**config.mk**
```make
export PLATFORM = sky130hd
export DESIGN_NAME = ascon_perm_ctrl_flat
export DESIGN_NICKNAME = d
export VERILOG_FILES = /design/src/rtl/ascon_perm_ctrl_if.sv /design/src/rtl/ascon_perm_ctrl.sv /design/src/flat_wrapper.sv
export SDC_FILE = /design/constraint.sdc
export NUM_CORES = 1
export LEC_CHECK = 0
export BUFFER_PORTS_ARGS = -buffer_cell sky130_fd_sc_hd__buf_4
export CAP_MARGIN = 20
export CORE_AREA = 3 3 40 42
export DETAILED_ROUTE_END_ITERATION = 7
export DIE_AREA = 0 0 43 45
export PLACE_DENSITY = 0.78
export SETUP_SLACK_MARGIN = 0.3
export SYNTH_ARGS = -nofsm -noshare
export SYNTH_HDL_FRONTEND = slang
export SYNTH_SLANG_ARGS = --single-unit
```
**constraint.sdc**
```tcl
create_clock -name clk_i -period 3.7 [get_ports clk_i]
set_clock_uncertainty 0.2 [all_clocks]
set_input_delay 0.74 -clock clk_i [delete_from_list [all_inputs] [get_ports clk_i]]
set_output_delay 0.74 -clock clk_i [all_outputs]
set_load 0.01 [all_outputs]
```
**src/rtl/ascon_perm_ctrl_if.sv**
```systemverilog
// Request/completion handshakes and round outputs between the Ascon mode FSM,
// the permutation sequencer and the round datapath.
interface ascon_perm_ctrl_if #(
  parameter int RndWidth   = 4,
  parameter int ConstWidth = 8
);
  logic                  start_valid_i;
  logic                  start_p12_i;
  logic                  start_ready_o;
  logic                  abort_i;
  logic                  state_load_o;
  logic                  round_en_o;
  logic [RndWidth-1:0]   round_o;
  logic [ConstWidth-1:0] const_o;
  logic                  last_round_o;
  logic                  busy_o;
  logic                  done_valid_o;
  logic                  done_ready_i;

  modport master (
    output start_valid_i, start_p12_i, abort_i, done_ready_i,
    input  start_ready_o, state_load_o, round_en_o, round_o, const_o,
           last_round_o, busy_o, done_valid_o
  );

  modport slave (
    input  start_valid_i, start_p12_i, abort_i, done_ready_i,
    output start_ready_o, state_load_o, round_en_o, round_o, const_o,
           last_round_o, busy_o, done_valid_o
  );
endinterface

```
**src/rtl/ascon_perm_ctrl.sv**
```systemverilog
// Round sequencer for the Ascon permutation: accepts p12/p6 requests, steps the
// round index up to 11, emits round constants and datapath enables.
module ascon_perm_ctrl #(
  parameter int RndWidth   = 4,
  parameter int ConstWidth = 8
) (
  input  logic               clk_i,
  input  logic               rst_i,
  ascon_perm_ctrl_if.slave   bus
);

  typedef enum logic [1:0] {
    IDLE = 2'd0,
    RUN  = 2'd1,
    DONE = 2'd2
  } state_t;

  localparam logic [RndWidth-1:0] LastRnd = RndWidth'(11);
  localparam logic [RndWidth-1:0] P6First = RndWidth'(6);

  state_t              state_q, state_d;
  logic [RndWidth-1:0] rnd_q, rnd_d;

  // Constant for round r is ((15-r)<<4)|r, i.e. the low nibble and its complement.
  function automatic logic [ConstWidth-1:0] round_const(input logic [RndWidth-1:0] r);
    logic [7:0] c;
    c = {~r[3:0], r[3:0]};
    return ConstWidth'(c);
  endfunction

  always_ff @(posedge clk_i or posedge rst_i) begin
    if (rst_i) begin
      state_q <= IDLE;
      rnd_q   <= '0;
    end else begin
      state_q <= state_d;
      rnd_q   <= rnd_d;
    end
  end

  always_comb begin
    state_d          = state_q;
    rnd_d            = rnd_q;
    bus.start_ready_o = 1'b0;
    bus.state_load_o  = 1'b0;
    bus.round_en_o    = 1'b0;
    bus.const_o       = '0;
    bus.last_round_o  = 1'b0;
    bus.busy_o        = 1'b0;
    bus.done_valid_o  = 1'b0;

    unique case (state_q)
      IDLE: begin
        bus.start_ready_o = 1'b1;
        if (bus.start_valid_i && !bus.abort_i) begin
          bus.state_load_o = 1'b1;
          rnd_d            = bus.start_p12_i ? '0 : P6First;
          state_d          = RUN;
        end
      end
      RUN: begin
        bus.round_en_o   = 1'b1;
        bus.busy_o       = 1'b1;
        bus.const_o      = round_const(rnd_q);
        bus.last_round_o = (rnd_q == LastRnd);
        if (rnd_q == LastRnd) state_d = DONE;
        else                  rnd_d   = rnd_q + RndWidth'(1);
      end
      DONE: begin
        bus.busy_o       = 1'b1;
        bus.done_valid_o = 1'b1;
        if (bus.done_ready_i) state_d = IDLE;
      end
      default: begin
        state_d = IDLE;
      end
    endcase

    // Abort overrides every transition but leaves this cycle's outputs alone.
    if (bus.abort_i) begin
      state_d = IDLE;
      rnd_d   = '0;
    end
  end

  assign bus.round_o = rnd_q;

endmodule
```
**src/flat_wrapper.sv**
```systemverilog
// flat-port wrapper written by rule: the top's interface ports become plain ports
module ascon_perm_ctrl_flat 
#(
  parameter int RndWidth   = 4,
  parameter int ConstWidth = 8
)
  (clk_i, rst_i, bus_start_valid_i, bus_start_p12_i, bus_abort_i, bus_done_ready_i, bus_start_ready_o, bus_state_load_o, bus_round_en_o, bus_round_o, bus_const_o, bus_last_round_o, bus_busy_o, bus_done_valid_o);
  ascon_perm_ctrl_if #(.RndWidth(RndWidth), .ConstWidth(ConstWidth)) bus_i ();
  input  logic clk_i;
  input  logic rst_i;
  input wire logic [$bits(bus_i.start_valid_i)-1:0] bus_start_valid_i;
  input wire logic [$bits(bus_i.start_p12_i)-1:0] bus_start_p12_i;
  input wire logic [$bits(bus_i.abort_i)-1:0] bus_abort_i;
  input wire logic [$bits(bus_i.done_ready_i)-1:0] bus_done_ready_i;
  output wire logic [$bits(bus_i.start_ready_o)-1:0] bus_start_ready_o;
  output wire logic [$bits(bus_i.state_load_o)-1:0] bus_state_load_o;
  output wire logic [$bits(bus_i.round_en_o)-1:0] bus_round_en_o;
  output wire logic [$bits(bus_i.round_o)-1:0] bus_round_o;
  output wire logic [$bits(bus_i.const_o)-1:0] bus_const_o;
  output wire logic [$bits(bus_i.last_round_o)-1:0] bus_last_round_o;
  output wire logic [$bits(bus_i.busy_o)-1:0] bus_busy_o;
  output wire logic [$bits(bus_i.done_valid_o)-1:0] bus_done_valid_o;
  assign bus_i.start_valid_i = bus_start_valid_i;
  assign bus_i.start_p12_i = bus_start_p12_i;
  assign bus_i.abort_i = bus_abort_i;
  assign bus_i.done_ready_i = bus_done_ready_i;
  assign bus_start_ready_o = bus_i.start_ready_o;
  assign bus_state_load_o = bus_i.state_load_o;
  assign bus_round_en_o = bus_i.round_en_o;
  assign bus_round_o = bus_i.round_o;
  assign bus_const_o = bus_i.const_o;
  assign bus_last_round_o = bus_i.last_round_o;
  assign bus_busy_o = bus_i.busy_o;
  assign bus_done_valid_o = bus_i.done_valid_o;
  ascon_perm_ctrl #(.RndWidth(RndWidth), .ConstWidth(ConstWidth)) u_core (.clk_i(clk_i), .rst_i(rst_i), .bus(bus_i));
endmodule
```
# --- Word-level counts from Yosys, hierarchy flattened ---
# Index checks and enable logic that the tools add are counted.
word_totals:
  ff_bits: 6
  in_bits: 6
  word_cells: 36
op_classes:
  addsub: 1
  eq_ne: 7
  n_mux: 18
  bitwise: 1
  n_reduce_logical: 7
op_table:
  columns: ["cell", "n"]
  rows:
  - ["2-to-1 mux 4 bit", 3]
  - ["2-to-1 mux 2 bit", 4]
  - ["2-to-1 mux 8 bit", 1]
  - ["one-hot mux 4 bit (2 select lines)", 1]
  - ["2-to-1 mux 1 bit", 7]
  - ["!= test 3 x 2 -> 1 bit, second input constant", 2]
  - ["!= test 3 bit, second input constant", 2]
  - ["one-hot mux 2 bit (3 select lines)", 1]
  - ["AND reduction 3 bit", 2]
  - ["adder 4 x 1 -> 4 bit, second input constant", 1]
  - ["== test 4 bit, second input constant", 1]
  - ["NOT 4 bit", 1]
  - ["2-to-1 mux 3 bit", 1]
  - ["nonzero test 3 bit", 1]
  - ["== test 2 x 1 -> 1 bit, second input constant", 1]
  - ["== test 2 bit, second input constant", 1]
  - ["logical NOT 2 bit", 1]
  - ["OR reduction 2 bit", 1]
  - ["logical AND 1 bit", 1]
  - ["logical NOT 1 bit", 1]

# --- Longest topological paths before layout ---
logic_depth:
  depth_word: 5
  ltp_mapped: 6
  mapped_depth_nobuf: 6

# --- Worst setup path before layout ---
# Ideal clock, no wire load.
synth_timing:
  path_type: "flip-flop to output port"
  from: "reg u_core.state_q[0]"
  to: "out bus_state_load_o"
  arrival_time_ns: 1.134
  required_time_ns: 2.760
  path_slack_ns: 1.626
  path_stages_with_launch: 5
  path_buffers: 0
  cell_sequence: "dfrtp_1 > inv_1 > ha_1 > inv_1 > nor3_1"
synth_via:
  elab_chain_len: 2
synth_lines:
  columns: ["item", "line", "text"]
  rows:
  - ["start: declaration", "ascon_perm_ctrl.sv:21", "state_t state_q, state_d;"]
  - ["start signal: assignment", "ascon_perm_ctrl.sv:36", "state_q <= state_d;"]
  - ["logical NOT 2 bit", "ascon_perm_ctrl.sv:52", "unique case (state_q)"]
  - ["2-to-1 mux 1 bit", "ascon_perm_ctrl.sv:52", null]
  - ["end: declaration", "flat_wrapper.sv:16", "output wire logic [$bits(bus_i.state_load_o)-1:0] bus_state_load_o;"]
# Every way passes these cells.

# --- Final worst setup path ---
layout_timing:
  from: "reg u_core.rnd_q[1] (netlist: u_core.bus.round_o[1])"
  to: "out bus_last_round_o"
layout_via:
  elab_chain_len: 2
layout_lines:
  columns: ["item", "line", "text"]
  rows:
  - ["start: declaration", "ascon_perm_ctrl.sv:22", "logic [RndWidth-1:0] rnd_q, rnd_d;"]
  - ["start signal: assignment", "ascon_perm_ctrl.sv:37", "rnd_q <= rnd_d;"]
  - ["== test 4 bit", "ascon_perm_ctrl.sv:65", "bus.last_round_o = (rnd_q == LastRnd);"]
  - ["2-to-1 mux 1 bit", "ascon_perm_ctrl.sv:52", null]
  - ["end: declaration", "flat_wrapper.sv:20", "output wire logic [$bits(bus_i.last_round_o)-1:0] bus_last_round_o;"]
# Every way passes these cells.

==> run summary <==
The flow ran to the end, and the final reports show no timing, DRC or antenna violations. For the worst-case vdd ir drop, the log shows 0.2248 mV. The total power per unit cell area was 303.9 nW/µm²; the growth of design area from synthesis to finish was 40.71%.

The run gives 77.68% as the worst slew slack as a fraction of its limit. The antenna violation net count after detailed routing was 0; the weighted congestion reported at the end of routability-driven placement was 0.8121. For this run, the number of Yosys warnings is 0. The height of the chip is 45 µm, and the initial cell density of the core is 40.90%. The logs give 96 for the number of nets in the final layout and 57 for the gate count after technology mapping. For the level count of the clock H-tree, the log shows 1.

The routed design could run at a clock period as short as 2.420 ns. 24 I/O pins were placed. The run gives 150.1 µm² as the area used by sequential logic in the layout.

In this run the standard cell core region covers 1285 µm². TritonCTS built the clock tree. For the data required time of the worst path, the log shows 2.76 ns.

Dividing the detail-routed via count by the number of cells gives 4.929. The signal on the critical path passes through ha_1 > nor3b_2 > and2_1 > buf_4. Setup repair after global routing left no endpoint under its margin. Global routing consumed, over all layers together, 13.96% of the routing resources. Detailed routing inserted a total of 483 vias. The most common cell after layout, fill and taps aside was sky130_fd_sc_hd__buf_4.

The multiplexer share of the synthesized area works out to 2.857%. Clock-pin slew was measured on the worst setup and hold paths at 0.04 ns. The number of max-slew violations in the final report is 0. The total setup buffers inserted after CTS is 0, and the share of layout cells above drive strength 1 is 44.58%. The worst slack at placement is 1.544 ns.

The initial antenna violation count was 0; the quantity of gates resized following cts was 0. The count of hold buffers inserted by post-cts repair is 0. For this design, the sink count on the clock tree is 6. The worst setup path is captured at an output pin. Summed over all cells, the static leakage comes to 0.4064 nW. For the final routed wirelength across all metal layers, the log shows 1221 µm.

Clock tree synthesis inserted a total of 3 buffers. After Yosys synthesis, and, or, nand and nor cells account for 22.86% of the synthesized area. By area, the combinational part of the netlist is dominated by compound AO/OA/AOI/OAI gates.

The largest single stage delay on the critical path is 0.44 ns. Yosys mapped the design onto 23 distinct sky130hd cell types. The number of enable flip-flop cells after synthesis is 0. In this run the cell area of the synthesized design comes to 525.5 µm². Timing would allow up to 413.2 MHz. Count of buffer and inverter cells on the critical path: 1. In this run the clock root is driven by a sky130_fd_sc_hd__clkbuf_4.

For this run, the leading register cell type out of synthesis is sky130_fd_sc_hd__dfrtp_1. Among all stages on the critical path, the largest delay is contributed by sky130_fd_sc_hd__dfrtp_1. Entering global routing, the biggest net connects 10 pins. The tools report the starting DRC count in detailed routing as 10. Summed over all layers, the global routing overflow is 0.

The tools report the data arrival time of the critical path as 1.48 ns. Largest fanout on the critical path: 7. The later pin in the worst-skew pair is clocked with a latency of 0.24 ns.

For the share of the yosys chip area belonging to registers, the log shows 28.57%. The via count of the first global-routing pass was 485. After Yosys synthesis, full adders, half adders and majority gates account for 11.90% of the synthesized area. For the setup slack after layout, the log shows 1.280 ns. The port buffer count was 23; the final cycle utilization of the critical path was 65.41%.

Of all flip-flops after synthesis, the portion carrying an async set or reset was 100.0%. The tools report the remaining routing DRC violations as 0. The category of the most critical setup path is reg -> out. The floorplan has 13 rows. The worst setup path is launched from a flip-flop.

The first detailed-routing pass took 4 iterations. Setup total negative slack on the finished layout was measured at 0 ns. The clock passes through at most 2 buffers.

Leaving out fill and tap cells, the most frequent cells in the layout are sky130_fd_sc_hd__buf_4, sky130_fd_sc_hd__a21oi_1, sky130_fd_sc_hd__inv_1. A synthesized cell averages 9.219 µm². Fill cells in the final layout number 123. For the final HPWL from detailed placement, the log shows 1005 µm.

Max-cap violations in this run came to 0. The number of synthesized register bits was 6. The area used by multi-input combinational logic is 341.6 µm².

Setup violations remaining at the end of the flow were counted as 0. The compound-gate portion of the synthesized area is 27.38%. The hold violation count in the final report was 0. The path class of the tightest hold or removal check is in -> async. The routed wirelength normalized by instance count is 12.46 µm, and the die outline area is 1935 µm². The horizontal extent of the die is 43 µm.

Among cell families on the critical path, the largest total delay comes from flip-flops. The run gives 0 as the diode insertion count for antenna repair. The tools report the worst hold margin as 0.2069 ns.

The post-synth net total is 68. At the pin with the least slew margin, the transition time is 0.3348 ns. The first global-routing pass estimated 2001 µm of wire. The xor-xnor portion of the synthesized cell area is 0%.
-- worst paths after layout --
path	slack (ns)	end	cells after the start	start
max in group asynchronous	2.92	u_core.bus.round_o[3]	2	rst_i
worst max-delay path	1.28	bus_last_round_o	4	u_core.bus.round_o[1]
worst max register to register	1.70	u_core.bus.round_o[1]	6	u_core.state_q[1]
worst min-delay path	0.21	u_core.state_q[0]	2	rst_i
worst min register to register	0.43	u_core.bus.round_o[0]	1	u_core.bus.round_o[0]
min in group clk_i	0.43	u_core.bus.round_o[0]	1	u_core.bus.round_o[0]
-- report_power, final --
group	total [mW]	internal [mW]	switching [mW]	leakage [nW]
Combinational	0.0858	0.0443	0.0415	0.313
Clock	0.0571	0.0365	0.0206	0.0138
Sequential	0.0818	0.0714	0.0103	0.0798
-- sequential cells by signal, indices dropped and copies added (netlist names) --
signal              count
u_core.state_q          2
u_core.bus.round_o      4
-- metal layers --
metal / wire, µm / global-route usage (%) / share of wire, %
met5: 0 / 0 / 0
met4: 10 / 10.84 / 0.82
met3: 69 / 0 / 5.7
met2: 621 / 22.75 / 51
met1: 519 / 17.87 / 43
-- area by class of cell --
cell class              instances  share of cell area [%]
inverters                       9                   4.569
flip-flops and latches          6                   20.30
multi-input cells              42                   46.19
well taps                      15                   2.538
clock buffers                   3                   3.046
repair buffers                 23                   23.35
-- cells by family after synthesis --
kind of cell             after synthesis
AO/OA/AOI/OAI                         19
adder cells (fa/ha/maj)                5
buffers and inverters                  9
flip-flops                             6
multiplexers                           1
AND/OR/NAND/NOR                       17
-- through the flow --
step	cell area [µm²]	utilization, %	instances	total power, mW
after floorplan	525.5	-	57	0.1310
after global placement	716.9	55.79	95	0.1673
after detailed placement	716.9	55.79	95	0.1690
after CTS	739.5	57.55	98	0.2297
after global routing	739.5	57.55	98	0.2417
final	739.5	57.55	98	0.2247
-- synth_stat cells, types with 2 or more instances --
cell type / instances / area (µm²)
sky130_fd_sc_hd__o21ai_0: 3 / 15.01
sky130_fd_sc_hd__nor2b_1: 3 / 18.77
sky130_fd_sc_hd__a211oi_1: 2 / 15.01
sky130_fd_sc_hd__a21oi_1: 8 / 40.04
sky130_fd_sc_hd__ha_1: 5 / 62.56
sky130_fd_sc_hd__inv_1: 7 / 26.28
sky130_fd_sc_hd__and2_1: 4 / 25.02
sky130_fd_sc_hd__nor2_1: 4 / 15.01
sky130_fd_sc_hd__dfrtp_1: 6 / 150.1
sky130_fd_sc_hd__inv_2: 2 / 7.510
(Power assumes the default switching activity.)
